**src/rtl/pov_pkg.sv**
```systemverilog
// Shared constants, state encoding and frame packing for the POV SPI link.
package pov_pkg;

  localparam int unsigned POS_W          = 15;
  localparam int unsigned VEC_W          = 11;
  localparam int unsigned FRAC_BITS      = 9;
  localparam int unsigned POV_FRAME_BITS = 2 * POS_W + 4 * VEC_W;

  localparam logic [POS_W-1:0] DEF_PLAYER_X = 15'h1B00;
  localparam logic [POS_W-1:0] DEF_PLAYER_Y = 15'h1780;
  localparam logic [VEC_W-1:0] DEF_FACING_X = 11'h600;
  localparam logic [VEC_W-1:0] DEF_FACING_Y = 11'h000;
  localparam logic [VEC_W-1:0] DEF_VPLANE_X = 11'h000;
  localparam logic [VEC_W-1:0] DEF_VPLANE_Y = 11'h700;

  typedef enum logic [2:0] {
    StIdle,
    StLead,
    StShift,
    StTrail,
    StGap,
    StSkip
  } tx_state_e;

  function automatic logic [POV_FRAME_BITS-1:0] pack_frame(
    input logic [POS_W-1:0] px,
    input logic [POS_W-1:0] py,
    input logic [VEC_W-1:0] fx,
    input logic [VEC_W-1:0] fy,
    input logic [VEC_W-1:0] vx,
    input logic [VEC_W-1:0] vy
  );
    return {px, py, fx, fy, vx, vy};
  endfunction

endpackage

```
**src/rtl/spi_phase_div.sv**
```systemverilog
// SCLK phase timer: reloading down-counter that ticks phase_end_o on its last cycle.
module spi_phase_div #(
  parameter int unsigned CLK_DIV = 4
) (
  input  logic clk,
  input  logic reset_n,
  input  logic restart_i,
  output logic phase_end_o
);

  localparam logic [7:0] Reload = 8'(CLK_DIV - 1);

  logic [7:0] cnt_q, cnt_d;

  always_comb begin
    cnt_d = cnt_q - 8'd1;
    if (restart_i || (cnt_q == 8'd0)) begin
      cnt_d = Reload;
    end
  end

  always_ff @(posedge clk or negedge reset_n) begin
    if (!reset_n) begin
      cnt_q <= 8'd0;
    end else begin
      cnt_q <= cnt_d;
    end
  end

  assign phase_end_o = (cnt_q == 8'd0);

endmodule

```
**src/rtl/pov_spi_tx.sv**
```systemverilog
// SPI mode-0 master sending one 74-bit POV frame MSB first.
// Optional POV_TX_SKIP_UNCHANGED_EN suppresses traffic when the frame repeats.
module pov_spi_tx
  import pov_pkg::*;
#(
  parameter int unsigned CLK_DIV = 4
) (
  input  logic             clk,
  input  logic             reset_n,
  input  logic             start,
  input  logic [POS_W-1:0] playerX,
  input  logic [POS_W-1:0] playerY,
  input  logic [VEC_W-1:0] facingX,
  input  logic [VEC_W-1:0] facingY,
  input  logic [VEC_W-1:0] vplaneX,
  input  logic [VEC_W-1:0] vplaneY,
  output logic             o_sclk,
  output logic             o_ss_n,
  output logic             o_mosi,
  output logic             busy,
  output logic             done
);

  localparam logic [6:0] LastBit = 7'(POV_FRAME_BITS - 1);

  tx_state_e                 state_q;
  logic [POV_FRAME_BITS-1:0] sr_q;
  logic [6:0]                bit_cnt_q;
  logic                      sclk_q, ss_n_q, mosi_q, busy_q, done_q;

  logic [POV_FRAME_BITS-1:0] frame;
  logic                      phase_end;
  logic                      skip_hit;

  assign frame = pack_frame(playerX, playerY, facingX, facingY, vplaneX, vplaneY);

  spi_phase_div #(
    .CLK_DIV (CLK_DIV)
  ) u_div (
    .clk         (clk),
    .reset_n     (reset_n),
    .restart_i   (state_q == StIdle),
    .phase_end_o (phase_end)
  );

`ifdef POV_TX_SKIP_UNCHANGED_EN
  logic [POV_FRAME_BITS-1:0] copy_q;
  logic                      copy_vld_q;

  assign skip_hit = copy_vld_q && (frame == copy_q);

  // Copy becomes valid only once the frame has fully left the wire.
  always_ff @(posedge clk or negedge reset_n) begin
    if (!reset_n) begin
      copy_q     <= '0;
      copy_vld_q <= 1'b0;
    end else if ((state_q == StIdle) && start && !skip_hit) begin
      copy_q     <= frame;
      copy_vld_q <= 1'b0;
    end else if ((state_q == StGap) && phase_end) begin
      copy_vld_q <= 1'b1;
    end
  end
`else
  assign skip_hit = 1'b0;
`endif

  always_ff @(posedge clk or negedge reset_n) begin
    if (!reset_n) begin
      state_q   <= StIdle;
      sr_q      <= '0;
      bit_cnt_q <= '0;
      sclk_q    <= 1'b0;
      ss_n_q    <= 1'b1;
      mosi_q    <= 1'b0;
      busy_q    <= 1'b0;
      done_q    <= 1'b0;
    end else begin
      done_q <= 1'b0;
      unique case (state_q)
        StIdle: begin
          if (start) begin
            busy_q <= 1'b1;
            if (skip_hit) begin
              state_q <= StSkip;
            end else begin
              state_q   <= StLead;
              sr_q      <= frame;
              bit_cnt_q <= '0;
              sclk_q    <= 1'b0;
              ss_n_q    <= 1'b0;
              mosi_q    <= frame[POV_FRAME_BITS-1];
            end
          end
        end
        StLead: begin
          if (phase_end) begin
            state_q <= StShift;
            sclk_q  <= 1'b1;
          end
        end
        StShift: begin
          if (phase_end) begin
            if (sclk_q) begin
              // Falling edge: advance data so it is settled long before the next rise.
              sclk_q <= 1'b0;
              sr_q   <= sr_q << 1;
              mosi_q <= sr_q[POV_FRAME_BITS-2];
            end else if (bit_cnt_q == LastBit) begin
              state_q <= StTrail;
            end else begin
              bit_cnt_q <= bit_cnt_q + 7'd1;
              sclk_q    <= 1'b1;
            end
          end
        end
        StTrail: begin
          if (phase_end) begin
            state_q <= StGap;
            ss_n_q  <= 1'b1;
          end
        end
        StGap: begin
          if (phase_end) begin
            state_q <= StIdle;
            mosi_q  <= 1'b0;
            busy_q  <= 1'b0;
            done_q  <= 1'b1;
          end
        end
        StSkip: begin
          state_q <= StIdle;
          busy_q  <= 1'b0;
          done_q  <= 1'b1;
        end
        default: state_q <= StIdle;
      endcase
    end
  end

  assign o_sclk = sclk_q;
  assign o_ss_n = ss_n_q;
  assign o_mosi = mosi_q;
  assign busy   = busy_q;
  assign done   = done_q;

endmodule

```
**config.mk**
```make
export PLATFORM = sky130hd
export DESIGN_NAME = pov_spi_tx
export DESIGN_NICKNAME = d
export VERILOG_FILES = /design/src/rtl/pov_pkg.sv /design/src/rtl/spi_phase_div.sv /design/src/rtl/pov_spi_tx.sv
export SDC_FILE = /design/constraint.sdc
export NUM_CORES = 1
export LEC_CHECK = 0
export ABC_AREA = 1
export ABC_CLOCK_PERIOD_IN_PS = 2100
export CAP_MARGIN = 20
export CORE_MARGIN = 2
export CORE_UTILIZATION = 40
export DETAILED_ROUTE_END_ITERATION = 6
export PLACE_DENSITY = 0.69
export SLEW_MARGIN = 0
export SYNTH_ARGS = -nofsm -noshare
export SYNTH_HDL_FRONTEND = slang
export SYNTH_SLANG_ARGS = --single-unit
```
**constraint.sdc**
```tcl
create_clock -name clk -period 2.1 [get_ports clk]
set_input_delay 0.315 -clock clk [delete_from_list [all_inputs] [get_ports clk]]
set_output_delay 0.315 -clock clk [all_outputs]
set_load 0.1 [all_outputs]
```
==> metrics.csv <==
metric;value;unit
rsz0062_at_grt;no;
synth_area;5270;sq um
multi_input_area;2250;sq um
cp-end-kind;flip-flop;
slew_violations;0;
fin_crit;1.91;ns
clock_latency;0.34;ns
coreArea;12700;sq um
path_delay_family;simple AND/OR/NAND/NOR gates;
die_y;119;microns
relSlewSlack;62.9;%
grt.total_usage;15.8;%
min_path_type;reg2reg;
grt_util_met3;3.72;%
routedWlPerCell;11.6;microns
path_buf_inv;2;
synth_nets;741;
final_core_utilization;50.9;%
ys_async_sr_fraction;100;%
synth_area_per_cell;7.99;sq um
dpl.hpwl;7.36;mm
cts_root_buf;clkbuf_16;
busiest_layer;met2;
gp_congestion;0.849;
finalCritPeriodShare;91.2;%
ir_drop;1.29;mV
worst_path_max_delay_cell;dfrtp_1;
drt_iter0_drc;242;
synth_commonest_cells;nand2_1 (207), dfrtp_1 (95), inv_1 (94);
arrival;2.18;ns
start_kind;flip-flop;
seq_area_frac_synth;45.6;%
cts_max_level;3;
clkTransAtPathRegs;0.07;ns
grt_pass1_wl;18.6;mm
nets;807;
netlist_instances;660;
postRouteAntennaNets;0;
yosysUniqueCellTypes;23;
ys_ff_latch;96;
die-area;14100;sq um
grtUsageMet2;25.6;%
fin_area;6470;sq um
leakagePower;3.11;nW
synthFlopType;dfrtp_1;
grt_max_degree;85;
power.density;1470;nW/um^2
post_cts_resized;0;
initial_core_util;41.4;%
clk_path_buf_depth;2;
clock_sinks;96;
drt_first_pass_iters;5;
required;2.36;ns
totalWireLength;10.5;mm
netlist_top_cells_area;dfrtp_1 (45%), nand2_1 (15%), o21ai_2 (12%), o21ai_0 (7.3%), inv_1 (6.7%);
setup_viol;0;
seq_area;2400;sq um
fin_tns_setup;0;ns
synth-edff-count;0;
tightest_slew;0.557;ns
hold_viol_final;0;
critical_path_class;reg2reg;
reg2reg_setup_slack;0.19;ns
skew;0.00925;ns
io_buffers;81;
grt_overflow;0;
critPathMaxFanout;82;
synth_most_common_cell;nand2_1;
slowest_delay;0.38;ns
path_cells;inv_1 -> ha_1 -> nand2_1 -> o21ai_2 -> nand2_2 -> nor2_4 -> buf_12 -> nand2_1 -> o21ai_2;
antenna_found_initial;0;
antennaDiodeCount;0;
synth_top_area_share;45.1;%
place_area;6130;sq um
cap_violations;0;
met1_usage;20.5;%
die_x;119;microns
outcome;finished, final reports clean;
yosysWarnings;0;
drive_gt1_share;15.3;%
nFillCells;1201;
area_growth;22.8;%
ios;82;
drc;0;
hold_slack;0.437;ns
via_per_inst;4.75;
cts_setup_buffers;0;
fmax;0.522;GHz
cts_tree;built;
grt_pass1_vias;4217;
synth_area_leader_cell;dfrtp_1;
numCtsBuffers;9;
num_vias;4293;
floorplan.rows;41;
-- routing by layer --
metal	routed length, microns	up-vias	part of all wire (%)
li1	-	2209	-
met1	4970	1981	47
met2	4850	90	46
met3	502	13	4.8
met4	146	0	1.4
met5	0	-	0
-- worst paths after layout --
check | to | startpoint | cells past startpoint
worst min register to register | u_div.cnt_q[0]$_DFF_PN0_ | u_div.cnt_q[0]$_DFF_PN0_ | 1
max in group asynchronous | sr_q[13]$_DFFE_PN0P_ | reset_n | 3
worst max-delay path | sr_q[7]$_DFFE_PN0P_ | u_div.cnt_q[0]$_DFF_PN0_ | 9
min in group asynchronous | sr_q[55]$_DFFE_PN0P_ | reset_n | 2
worst max register to register | sr_q[7]$_DFFE_PN0P_ | u_div.cnt_q[0]$_DFF_PN0_ | 9
worst min-delay path | u_div.cnt_q[0]$_DFF_PN0_ | u_div.cnt_q[0]$_DFF_PN0_ | 1
-- layout by cell type, fill, tap and decap left out --
master,netlist,layout
inv_2,3,3
nand2_1,207,207
inv_1,94,94
nor2_4,2,2
dfrtp_1,95,95
nand3_1,15,15
nor2_2,1,1
o21ai_0,77,77
clkbuf_8,0,1
dfstp_2,1,1
inv_6,0,1
nand4_1,11,11
o21ai_2,74,74
dlygate4sd3_1,0,1
nand2_4,1,1
a31oi_1,2,2
buf_12,0,5
ha_1,4,4
nor3_1,2,2
clkdlybuf4s50_1,0,75
nand2_2,2,2
clkbuf_16,0,9
xor2_1,4,4
xnor2_1,1,1
bufinv_16,0,2
clkinvlp_4,0,3
buf_4,0,7
nor2_1,25,25
a21oi_1,6,6
-- layout make-up --
cell class,instances,area share (%)
flip-flops and latches,96,37.1
multi-input cells,434,34.7
repair buffers,88,14.1
inverters,97,5.62
clock buffers,10,3.69
well taps,172,3.32
clock inverters,6,1.41
-- kinds of logic (layout without fill, tap and decap cells) --
family                   count (synthesis)  count (layout)  synth area share [%]
AO/OA/AOI/OAI                          159             159                  20.4
XOR/XNOR                                 5               5                 0.831
adder cells (fa/ha/maj)                  4               4                 0.949
buffers and inverters                  130             201                  11.8
flip-flops                              96              96                  45.6
AND/OR/NAND/NOR                        266             266                  20.4
-- state kept, by name, summed over array words and instances (netlist names) --
| name | flops |
|---|---|
| state_q | 3 |
| done | 1 |
| sr_q | 73 |
| o_mosi | 1 |
| busy | 1 |
| o_ss_n | 1 |
| o_sclk | 1 |
| u_div.cnt_q | 8 |
| bit_cnt_q | 7 |
-- power by group --
group	internal [mW]	leakage, nW	switching, mW
clock	1.08	0.151	0.700
sequential	2.68	1.20	0.285
combinational	1.63	1.75	3.13
total	5.39	3.11	4.11
-- worst register-to-register path: stages (launching register included) --
cell and delay (ns):
dfrtp_1 0.38, inv_1 0.10, ha_1 0.17, nand2_1 0.10, o21ai_2 0.20, nand2_2 0.11, nor2_4 0.16, buf_12 0.38
nand2_1 0.16, o21ai_2 0.08
-- per-stage QoR --
step | setup WS [ns] | instances | power (mW)
after floorplan | 0.135 | 660 | 7.16
after global placement | 0.263 | 886 | 7.64
after detailed placement | 0.182 | 886 | 7.80
after CTS | 0.198 | 903 | 9.63
after global routing | 0.0307 | 903 | 10.4
final | 0.185 | 903 | 9.51
-- repair_timing --
action	4_1_cts	5_1_grt
hold buffers	1	0
setup endpoints to repair	0	0
hold endpoints to repair	39	0
(Power assumes the default switching activity.)
